===== src/rtl/data_plane_tx_arbiter_pkg.sv =====
// dp_pkg: data-plane packet format, idle marker and TX arbiter state encoding
package dp_pkg;
  localparam logic [15:0] IDLE_ID    = 16'hFFFF;
  localparam int          DP_PKT_LEN = 5;
  typedef struct packed {
    logic [15:0] dest;
    logic [15:0] data;
  } dp_packet_t;
  typedef enum logic [1:0] {DP_TX_IDLE, DP_TX_SEND, DP_TX_WAIT_ACK} dp_tx_state_t;
endpackage


===== src/rtl/data_plane_tx_arbiter_rr_arbiter.sv =====
// rr_arbiter: combinational round-robin pick of the first requester after the last grant
module rr_arbiter #(
  parameter int N  = 4,
  parameter int IW = $clog2(N)
) (
  input  logic [N-1:0]  req,
  input  logic [IW-1:0] last,
  output logic [N-1:0]  gnt,
  output logic [IW-1:0] idx,
  output logic          any
);
  always_comb begin
    idx = '0;
    for (int i = N; i >= 1; i--)
      if (req[IW'((int'(last) + i) % N)]) idx = IW'((int'(last) + i) % N);
    any = |req;
    gnt = any ? (N'(1) << idx) : '0;
  end
endmodule


===== src/rtl/data_plane_tx_arbiter.sv =====
// data_plane_tx_arbiter: round-robin owner of the data-plane TX channel; streams PKT_LEN-word bursts, holds until rx ack.
// Define DP_TX_ACK_TIMEOUT_EN to abandon a burst after ACK_TIMEOUT unacknowledged WAIT_ACK cycles.
module data_plane_tx_arbiter
  import dp_pkg::*;
#(
  parameter int NUM_REQ     = 4,
  parameter int PKT_LEN     = DP_PKT_LEN,
  parameter int ACK_TIMEOUT = 64
) (
  input  logic                  clk,
  input  logic                  rst,
  input  logic [15:0]           node_id,
  input  logic [NUM_REQ-1:0]    req,
  input  logic [NUM_REQ*16-1:0] req_dest_id,
  input  logic [NUM_REQ*16-1:0] req_data,
  output logic [NUM_REQ-1:0]    req_ready,
  output logic [NUM_REQ-1:0]    grant,
  output logic [31:0]           data_tx_packet,
  input  logic                  tx_complete_ack,
  output logic [NUM_REQ-1:0]    tx_done,
  output logic                  tx_error
);
  localparam int IW = $clog2(NUM_REQ);
  localparam int CW = $clog2(PKT_LEN + 1);
  localparam int TW = $clog2(ACK_TIMEOUT + 1);
  dp_tx_state_t       state_q, state_d;
  logic [NUM_REQ-1:0] grant_q, grant_d, tx_done_q, tx_done_d, arb_gnt;
  logic [IW-1:0]      gidx_q, gidx_d, rr_q, rr_d, arb_idx;
  logic [15:0]        dest_q, dest_d, arb_dest, cur_data;
  logic [CW-1:0]      cnt_q, cnt_d;
  logic [TW-1:0]      to_q, to_d;
  dp_packet_t         pkt_q, pkt_d;
  logic               tx_error_q, tx_error_d, arb_any;

  rr_arbiter #(.N(NUM_REQ)) u_arb (
    .req (req),
    .last(rr_q),
    .gnt (arb_gnt),
    .idx (arb_idx),
    .any (arb_any)
  );

  assign arb_dest = req_dest_id[{arb_idx, 4'b0} +: 16];
  assign cur_data = req_data[{gidx_q, 4'b0} +: 16];

  always_comb begin
    state_d    = state_q;
    grant_d    = grant_q;
    gidx_d     = gidx_q;
    rr_d       = rr_q;
    dest_d     = dest_q;
    cnt_d      = cnt_q;
    to_d       = '0;
    tx_done_d  = '0;
    tx_error_d = 1'b0;
    pkt_d      = (state_q == DP_TX_SEND) ? {dest_q, cur_data} : {IDLE_ID, 16'h0};
    case (state_q)
      DP_TX_IDLE: if (arb_any) begin
        dest_d = arb_dest;
        // a burst to ourselves would never be acknowledged, so reject it up front
        if (arb_dest == node_id) begin
          tx_error_d = 1'b1;
          rr_d       = arb_idx;
        end else begin
          grant_d = arb_gnt;
          gidx_d  = arb_idx;
          cnt_d   = '0;
          state_d = DP_TX_SEND;
        end
      end
      DP_TX_SEND: begin
        cnt_d   = cnt_q + CW'(1);
        state_d = (cnt_q == CW'(PKT_LEN - 1)) ? DP_TX_WAIT_ACK : DP_TX_SEND;
      end
      DP_TX_WAIT_ACK: begin
        to_d = to_q + TW'(1);
        if (tx_complete_ack) begin
          tx_done_d = grant_q;
          rr_d      = gidx_q;
          grant_d   = '0;
          state_d   = DP_TX_IDLE;
        end
`ifdef DP_TX_ACK_TIMEOUT_EN
        else if (to_q == TW'(ACK_TIMEOUT - 1)) begin
          tx_error_d = 1'b1;
          rr_d       = gidx_q;
          grant_d    = '0;
          state_d    = DP_TX_IDLE;
        end
`endif
      end
      default: state_d = DP_TX_IDLE;
    endcase
  end

  always_ff @(posedge clk) begin
    if (rst) begin
      state_q    <= DP_TX_IDLE;
      grant_q    <= '0;
      gidx_q     <= '0;
      rr_q       <= IW'(NUM_REQ - 1);
      dest_q     <= '0;
      cnt_q      <= '0;
      to_q       <= '0;
      tx_done_q  <= '0;
      tx_error_q <= 1'b0;
      pkt_q      <= {IDLE_ID, 16'h0};
    end else begin
      state_q    <= state_d;
      grant_q    <= grant_d;
      gidx_q     <= gidx_d;
      rr_q       <= rr_d;
      dest_q     <= dest_d;
      cnt_q      <= cnt_d;
      to_q       <= to_d;
      tx_done_q  <= tx_done_d;
      tx_error_q <= tx_error_d;
      pkt_q      <= pkt_d;
    end
  end

  assign req_ready      = (state_q == DP_TX_SEND) ? grant_q : '0;
  assign grant          = grant_q;
  assign data_tx_packet = pkt_q;
  assign tx_done        = tx_done_q;
  assign tx_error       = tx_error_q;
endmodule


===== config.mk =====
export PLATFORM = sky130hd
export DESIGN_NAME = data_plane_tx_arbiter
export DESIGN_NICKNAME = d
export VERILOG_FILES = /design/src/rtl/data_plane_tx_arbiter_pkg.sv /design/src/rtl/data_plane_tx_arbiter_rr_arbiter.sv /design/src/rtl/data_plane_tx_arbiter.sv
export SDC_FILE = /design/constraint.sdc
export NUM_CORES = 1
export LEC_CHECK = 0
export BUFFER_PORTS_ARGS = -buffer_cell sky130_fd_sc_hd__buf_2
export CAP_MARGIN = 20
export CELL_PAD_IN_SITES_DETAIL_PLACEMENT = 0
export CELL_PAD_IN_SITES_GLOBAL_PLACEMENT = 2
export CORE_MARGIN = 2
export CORE_UTILIZATION = 25
export CTS_CLUSTER_DIAMETER = 30
export CTS_CLUSTER_SIZE = 30
export DETAILED_ROUTE_END_ITERATION = 8
export PLACE_DENSITY = 0.83
export SYNTH_ARGS = -nofsm -noshare
export SYNTH_HDL_FRONTEND = slang
export SYNTH_SLANG_ARGS = --single-unit
export TNS_END_PERCENT = 50

===== constraint.sdc =====
create_clock -name clk -period 3.97 [get_ports clk]
set_input_delay 1.191 -clock clk [delete_from_list [all_inputs] [get_ports clk]]
set_output_delay 1.191 -clock clk [all_outputs]
set_load 0.02 [all_outputs]

==> load_flow_metrics.sql, run 1 <==
INSERT INTO impl_metrics (metric_group, metric, value, unit) VALUES
('run_status', 'status', 'complete, no violations', ''),
('floorplanning', 'dieHeight', '127', 'um'),
('worst_setup_path', 'cp.required', '4.16', 'ns'),
('grt', 'grt_first_pass_wirelength', '20300', 'um'),
('synth', 'synthXorXnorAreaFrac', '8.10', '%'),
('worst_setup_path', 'crit_chain', 'buf_2 > nor2b_1 > a21oi_2 > o221ai_4 > buf_12 > mux2i_1 > o22ai_1 > a221oi_1 > a31oi_2 > o21ai_2 > mux2i_1 > nor2_1', ''),
('flow_run', 'maxCapViolCount', '0', ''),
('synth', 'cells_after_synthesis', '421', ''),
('grt', 'grt.total_usage', '16.1', '%'),
('route', 'antenna_violating_nets_post_route', '0', ''),
('route', 'number_of_detailed_route_iterations_in_the_first_pass', '4', ''),
('synth', 'synth_simple_gate_area_share', '20.2', '%'),
('finish', 'instances_no_fill', '797', ''),
('timing', 'max_freq', '281', 'MHz'),
('worst_setup_path', 'critical_path.endpoint_type', 'flip-flop', ''),
('worst_setup_path', 'crit_path_max_incr_delay', '0.48', 'ns'),
('floorplanning', 'row_count', '44', ''),
('synth', 'synth.avg_cell_area', '8.99', 'um2'),
('worst_setup_path', 'crit_arrival', '3.75', 'ns'),
('floorplanning', 'top_level_ports', '196', ''),
('clock_tree', 'cts_inserted_buffers', '9', ''),
('synth', 'dominant_cell_by_count_in_the_synthesized_netlist', 'dfxtp_1', ''),
('worst_setup_path', 'cp_slowest_cell', 'o21ai_2', ''),
('clock_tree', 'clk_latency', '0.33', 'ns'),
('finish', 'layout.cell_area.non_filler', '5250', 'um2'),
('timing', 'fin_worst_hold_slack', '0.437', 'ns'),
('grt', 'first_global_vias', '3913', ''),
('floorplanning', 'initial_core_util', '25.8', '%'),
('finish', 'seq_area', '1320', 'um2'),
('synth', 'yosysTopAreaCell', 'dfxtp_1', ''),
('clock_tree', 'cts_post_setup_buffers_inserted', '0', ''),
('placed_design', 'routabilityCongestion', '0.869', ''),
('timing', 'max_slew_margin', '34.5', '%'),
('synth', 'synth-compound-area-share', '15.0', '%'),
('timing', 'max_slew.worst_pin.slew', '0.981', 'ns'),
('worst_setup_path', 'critical-path-top-cell-by-count', 'mux2i_1', ''),
('route', 'remaining_drc_errors', '0', ''),
('synth', 'yosys_warnings', '0', ''),
('clock_tree', 'clockBufferDepth', '2', ''),
('synth', 'post_synth_num_cell_types', '52', ''),
('synth', 'postSynthNetCount', '574', ''),
('clock_tree', 'cts_num_sinks', '66', ''),
('finish', 'area_growth_syn_to_layout', '38.8', '%'),
('placed_design', 'detailed_place_hpwl', '10800', 'um'),
('hold_path', 'min_path_type', 'reg2reg', ''),
('synth', 'ys_top_cells_by_area', 'dfxtp_1 (35%), mux4_2 (9.5%), mux2i_1 (6.1%)', ''),
('clock_tree', 'clock_tree_from_tritoncts', 'built', ''),
('worst_setup_path', 'timing.critical_path.buf_inv', '2', ''),
('synth', 'synth.mux.area_fraction', '15.9', '%'),
('finish', 'final_layout_size_suffix_gt1_share', '39.3', '%'),
('worst_setup_path', 'cp_max_fanout', '45', ''),
('synth', 'postSynth.topFlopCell', 'dfxtp_1', ''),
('synth', 'synth_top_family_by_area', 'simple AND/OR/NAND/NOR gates', ''),
('power', 'power.leakage', '2.40', 'nW'),
('timing', 'finalSetupViolCount', '0', ''),
('finish', 'multiInputGateArea', '2270', 'um2'),
('route', 'routedWlPerCell', '16.8', 'um'),
('floorplanning', 'placeableCoreArea', '14600', 'um2'),
('synth', 'postSynthRegisterBits', '66', ''),
('timing', 'timing.final.max_slew_violations', '0', ''),
('synth', 'synth-edff-count', '0', ''),
('worst_setup_path', 'cp_top_delay_family', 'compound AO/OA/AOI/OAI gates', ''),
('route', 'post_drt_via_cell_ratio', '4.84', ''),
('synth', 'synth_common_cells', 'dfxtp_1 (66), nand2_1 (44), a21oi_1 (27)', ''),
('synth', 'post-synth-top-area-fraction', '34.9', '%'),
('route', 'total_wirelength_of_the_detailed_routed_design', '13400', 'um'),
('finish', 'num-nets-final', '761', ''),
('timing', 'rsz_0062_raised_after_global_routing', 'no', ''),
('clock_tree', 'cts_root_buffer', 'clkbuf_16', ''),
('power', 'total_power', '0.00193', 'W'),
('clock_tree', 'h-tree-depth', '3', '');
==> cell families (layout without fill, tap and decap cells) <==
group	Yosys count	after routing
and+or+nand+nor	151	151
AOI/OAI and AO/OA	79	79
DFF	66	66
buffers and inverters	48	240
muxes	40	40
xor gates and xnor gates	35	35
adders and majority gates	2	2
==> sequential cells by signal, indices dropped and copies added, names as in the netlist <==
signal	count
tx_done	4
tx_error	1
state_q	2
dest_q	16
grant	4
gidx_q	2
data_tx_packet	32
cnt_q	3
rr_q	2
==> metrics by stage <==
stage | setup WS (ns) | utilization (%)
final | 0.414 | 35.9
after global routing | 0.189 | 35.9
after CTS | 0.413 | 35.9
after detailed placement | 0.0600 | 33.8
after global placement | 0.188 | 33.8
after floorplan | 0.685 | -
==> layer usage <==
| layer | routed length [um] | global-route usage (%) | share of wire (%) |
|---|---|---|---|
| met1 | 5980 | 20.4 | 45 |
| met3 | 862 | 3.39 | 6.5 |
| met2 | 6240 | 27.4 | 47 |
| met5 | 0 | 0 | 0 |
| met4 | 269 | 5.49 | 2.0 |
==> final timing paths <==
kind         startpoint                 end  slack (ns)  cells after the start
max              req[3]           gidx_q[1]        0.41                     12
min           dest_q[7]  data_tx_packet[23]        0.44                      1
max reg2reg     rr_q[1]           gidx_q[1]        0.99                     10
min reg2reg   dest_q[7]  data_tx_packet[23]        0.44                      1
==> worst reg2reg max path: stages, from the launching register on <==
cell and delay [ns]:
dfxtp_1 0.46, mux2i_1 0.34, o221ai_4 0.16, buf_12 0.20, a2111oi_2 0.40, a31oi_1 0.08
nor3_1 0.24, a31oi_2 0.20, o21ai_2 0.48, mux2i_1 0.25, nor2_1 0.05
==> final cells by class <==
| cell class | instances | share of cell area [%] |
|---|---|---|
| Sequential cell | 66 | 25.2 |
| Tap cell | 184 | 4.38 |
| Multi-Input combinational cell | 307 | 43.3 |
| Inverter | 21 | 1.50 |
| Timing Repair Buffer | 203 | 20.0 |
| Clock buffer | 14 | 5.03 |
| Clock inverter | 2 | 0.667 |
==> cell usage in the layout, fill, tap and decap left out, types with 6 or more instances in the layout <==
cell type  netlist  final
nand3_1         15     15
a211oi_1         6      6
buf_2            2    195
a21oi_1         27     27
xor2_1          24     24
nand2_1         44     44
mux4_2          16     16
nor2_1          20     20
clkbuf_16        0      9
inv_1           21     21
dfxtp_1         66     66
nand2b_1        18     18
mux2i_1         23     23
nor3_1           8      7
buf_4            2      7
and3_1          11     11
and2_1          19     19
xnor2_1         11     11
nor4_1           7      7
==> where the power goes <==
group          leakage [nW]  switching (W)  internal [W]
clock network         0.147       0.000266      0.000519
logic                  1.71       0.000227      0.000190
registers             0.542      0.0000261      0.000706
Power figures use the tool's default switching activity.
==> run 2: changes to the inputs <==
--- a/config.mk
+++ b/config.mk
@@ -10,11 +10,12 @@
 export CELL_PAD_IN_SITES_DETAIL_PLACEMENT = 0
 export CELL_PAD_IN_SITES_GLOBAL_PLACEMENT = 2
 export CORE_MARGIN = 2
-export CORE_UTILIZATION = 25
+export CORE_UTILIZATION = 26
+export CTS_BUF_LIST = sky130_fd_sc_hd__clkbuf_4 sky130_fd_sc_hd__clkbuf_8
 export CTS_CLUSTER_DIAMETER = 30
 export CTS_CLUSTER_SIZE = 30
 export DETAILED_ROUTE_END_ITERATION = 8
-export PLACE_DENSITY = 0.83
+export PLACE_DENSITY = 0.86
 export SYNTH_ARGS = -nofsm -noshare
 export SYNTH_HDL_FRONTEND = slang
 export SYNTH_SLANG_ARGS = --single-unit
==> constraint.sdc (replaced) <==
create_clock -name clk -period 3.97 [get_ports clk]
set_input_delay 1.191 -clock clk [delete_from_list [all_inputs] [get_ports clk]]
set_output_delay 1.191 -clock clk [all_outputs]
set_load 0.1 [all_outputs]
==> run 2 against run 1 <==
Cell count rose by 0.25%. Register-to-register slack barely moved. Via count is 1.3% lower. Combinational power increased by 34%. Non-clock buffer count up 1. Critical endpoint unchanged. Flip-flop and latch count is the same. Clock skew rose by 0.0045 ns. Highest routed layer unchanged. Total power fell by 4.1%. Sequential power down 0.5%.
==> load_flow_metrics.sql, run 2 (same netlist as run 1, synthesis figures left out) <==
INSERT INTO impl_metrics (metric_group, metric, value, unit) VALUES
('route', 'detailed_route_via_count', '3806', ''),
('grt', 'use_met3', '3.05', '%'),
('grt', 'grt_util_met2', '26.3', '%'),
('route', 'routedWlPerCell', '16.2', 'um'),
('timing', 'post-route-period-util', '89.7', '%'),
('timing', 'timing.setup.tns', '0', 'ns'),
('timing', 'timing.clock.skew', '0.00914', 'ns'),
('floorplanning', 'die_width', '125', 'um'),
('timing', 'period_minus_slack', '3.56', 'ns'),
('timing', 'worst_slack', '0.408', 'ns'),
('route', 'antenna_violating_nets_post_route', '0', ''),
('clock_tree', 'post_cts_resized', '0', ''),
('grt', 'antenna_found_initial', '2', ''),
('finish', 'layout.cell_area.non_filler', '5170', 'um2'),
('timing', 'max_slew_margin', '38.9', '%'),
('timing', 'timing.final.max_slew_violations', '0', ''),
('placed_design', 'io_buffers', '195', ''),
('worst_setup_path', 'critical_path.endpoint_type', 'flip-flop', ''),
('route', 'total_wirelength_of_the_detailed_routed_design', '12900', 'um'),
('clock_tree', 'clock_tree_from_tritoncts', 'built', ''),
('clock_tree', 'worst_path_clk_slew', '0.07', 'ns'),
('finish', 'commonest_cells_after_routing_fill_and_taps_aside', 'buf_2 (195), dfxtp_1 (66), nand2_1 (44)', ''),
('grt', 'gr-max-usage-layer', 'met2', ''),
('worst_setup_path', 'rr_worst_depth', '11', ''),
('finish', 'num-nets-final', '762', ''),
('hold_path', 'min_path_type', 'reg2reg', ''),
('clock_tree', 'cts_root_buffer', 'clkbuf_8', ''),
('hold_path', 'min_to', 'data_tx_packet[29]', ''),
('grt', 'grt_first_pass_wirelength', '20300', 'um'),
('power', 'power.leakage', '2.36', 'nW'),
('grt', 'use_met1', '22.0', '%'),
('route', 'remaining_drc_errors', '0', ''),
('clock_tree', 'clk_latency', '0.34', 'ns'),
('route', 'number_of_detailed_route_iterations_in_the_first_pass', '4', ''),
('timing', 'max_slew.worst_pin.slew', '0.915', 'ns'),
('timing', 'finalSetupViolCount', '0', ''),
('finish', 'final_common_cell', 'buf_2', ''),
('placed_design', 'detailed_place_hpwl', '10400', 'um'),
('worst_setup_path', 'cp_slowest_cell', 'o21ai_2', ''),
('worst_setup_path', 'crit_arrival', '3.77', 'ns'),
('worst_setup_path', 'critical-path-top-cell-by-count', 'mux2i_1', ''),
('power', 'irDropWorstVdd', '0.129', 'mV'),
('placed_design', 'postPlaceCellArea', '4950', 'um2'),
('floorplanning', 'top_level_ports', '196', ''),
('clock_tree', 'h-tree-depth', '3', ''),
('finish', 'post-route-util', '36.0', '%'),
('worst_setup_path', 'crit_path_max_incr_delay', '0.46', 'ns'),
('hold_path', 'timing.hold.worst.start', 'dest_q[13]', ''),
('timing', 'max_freq', '281', 'MHz'),
('clock_tree', 'cts_post_setup_buffers_inserted', '0', ''),
('worst_setup_path', 'crit-reg2reg-capture', 'gidx_q[1]', ''),
('worst_setup_path', 'criticalPathCategory', 'in2reg', ''),
('route', 'violation_count_after_the_first_detailed_route_iteration', '150', ''),
('timing', 'rsz_0062_raised_after_global_routing', 'no', ''),
('floorplanning', 'placeableCoreArea', '14400', 'um2'),
('worst_setup_path', 'cp-start-kind', 'input port', ''),
('power', 'total_power', '0.00186', 'W'),
('grt', 'first_global_vias', '3811', ''),
('finish', 'final_layout_size_suffix_gt1_share', '39.8', '%'),
('clock_tree', 'cts_num_sinks', '66', ''),
('floorplanning', 'initial_core_util', '26.3', '%'),
('grt', 'globalRoute.totalOverflow', '0', ''),
('hold_path', 'worst_hold_path_stage_count', '1', ''),
('clock_tree', 'hold_buffers', '0', ''),
('placed_design', 'routabilityCongestion', '0.862', ''),
('worst_setup_path', 'r2r_slack', '0.98', 'ns'),
('floorplanning', 'dieHeight', '125', 'um'),
('worst_setup_path', 'critical_path.reg2reg.startpoint', 'rr_q[1]', ''),
('clock_tree', 'clockBufferDepth', '2', ''),
('floorplanning', 'row_count', '44', ''),
('grt', 'grt.total_usage', '16.3', '%'),
('run_status', 'status', 'complete, no violations', ''),
('floorplanning', 'die_outline_area', '15500', 'um2'),
('worst_setup_path', 'cp.required', '4.18', 'ns'),
('finish', 'flip_flop_count_of_the_largest_register_after_layout', '32', ''),
('flow_run', 'maxCapViolCount', '0', ''),
('finish', 'area_growth_syn_to_layout', '36.6', '%'),
('worst_setup_path', 'crit_chain', 'buf_2 > nor2b_1 > a21oi_2 > o221ai_4 > buf_12 > mux2i_1 > o22ai_1 > a221oi_1 > a31oi_2 > o21ai_2 > mux2i_1 > nor2_1', ''),
('power', 'pwr_density_cell', '359', 'nW/um2'),
('clock_tree', 'cts_inserted_buffers', '9', ''),
('worst_setup_path', 'cp_max_fanout', '41', ''),
('timing', 'hold_viol', '0', ''),
('grt', 'pin_count_of_the_biggest_net_entering_global_routing', '42', ''),
('placed_design', 'placement.setup.worst_slack', '0.0901', 'ns'),
('route', 'post_drt_via_cell_ratio', '4.76', '');
run 2: cell count changes in the layout (fill, tap and decap cells not counted), sizes merged:
cell      previous run  this run
buf                203       204
clkbuf              14        13
clkinv               1         0
clkinvlp             0         1
diode                0         2
run 2: layout make-up:
cell class	count	area, um2
Antenna cell	2	5.00
Clock buffer	13	160
Clock inverter	2	37.5
Fill cell	1546	9200
Inverter	21	78.8
Multi-Input combinational cell	307	2270
Sequential cell	66	1320
Tap cell	184	230
Timing Repair Buffer	204	1060
run 2: metal layers:
metal,routed length [um],share of wire (%),up-vias
met5,0,0,-
met4,133,1.0,0
met3,713,5.5,9
met2,6030,47,148
met1,6060,47,1768
li1,-,-,1881
run 2: stage by stage:
step | cells | hold slack (ns)
after global placement | 781 | 0.431
after CTS | 796 | 0.443
after detailed placement | 781 | 0.430
after global routing | 799 | 0.461
after floorplan | 421 | 0.410
final | 799 | 0.443
run 2: worst max path at each step:
stage,slack (ns),start,to
after floorplan,0.69,req[3],gidx_q[0]
after global placement,0.21,req[3],gidx_q[1]
after detailed placement,0.09,req[3],gidx_q[1]
after CTS,0.46,req[3],gidx_q[1]
after global routing,0.16,req[3],gidx_q[1]
final,0.41,req[3],gidx_q[1]
run 2: where the power goes:
part	total [W]	internal (W)	switching [W]
registers	0.000728	0.000704	0.0000235
clock network	0.000566	0.000325	0.000241
logic	0.000561	0.000192	0.000369
run 2: critical path, delay by kind of cell:
| family | cells | cell delay [ns] |
|---|---|---|
| buffers and inverters | 2 | 0.39 |
| AO/OA/AOI/OAI | 6 | 1.33 |
| AND/OR/NAND/NOR | 2 | 0.28 |
| multiplexers | 2 | 0.55 |
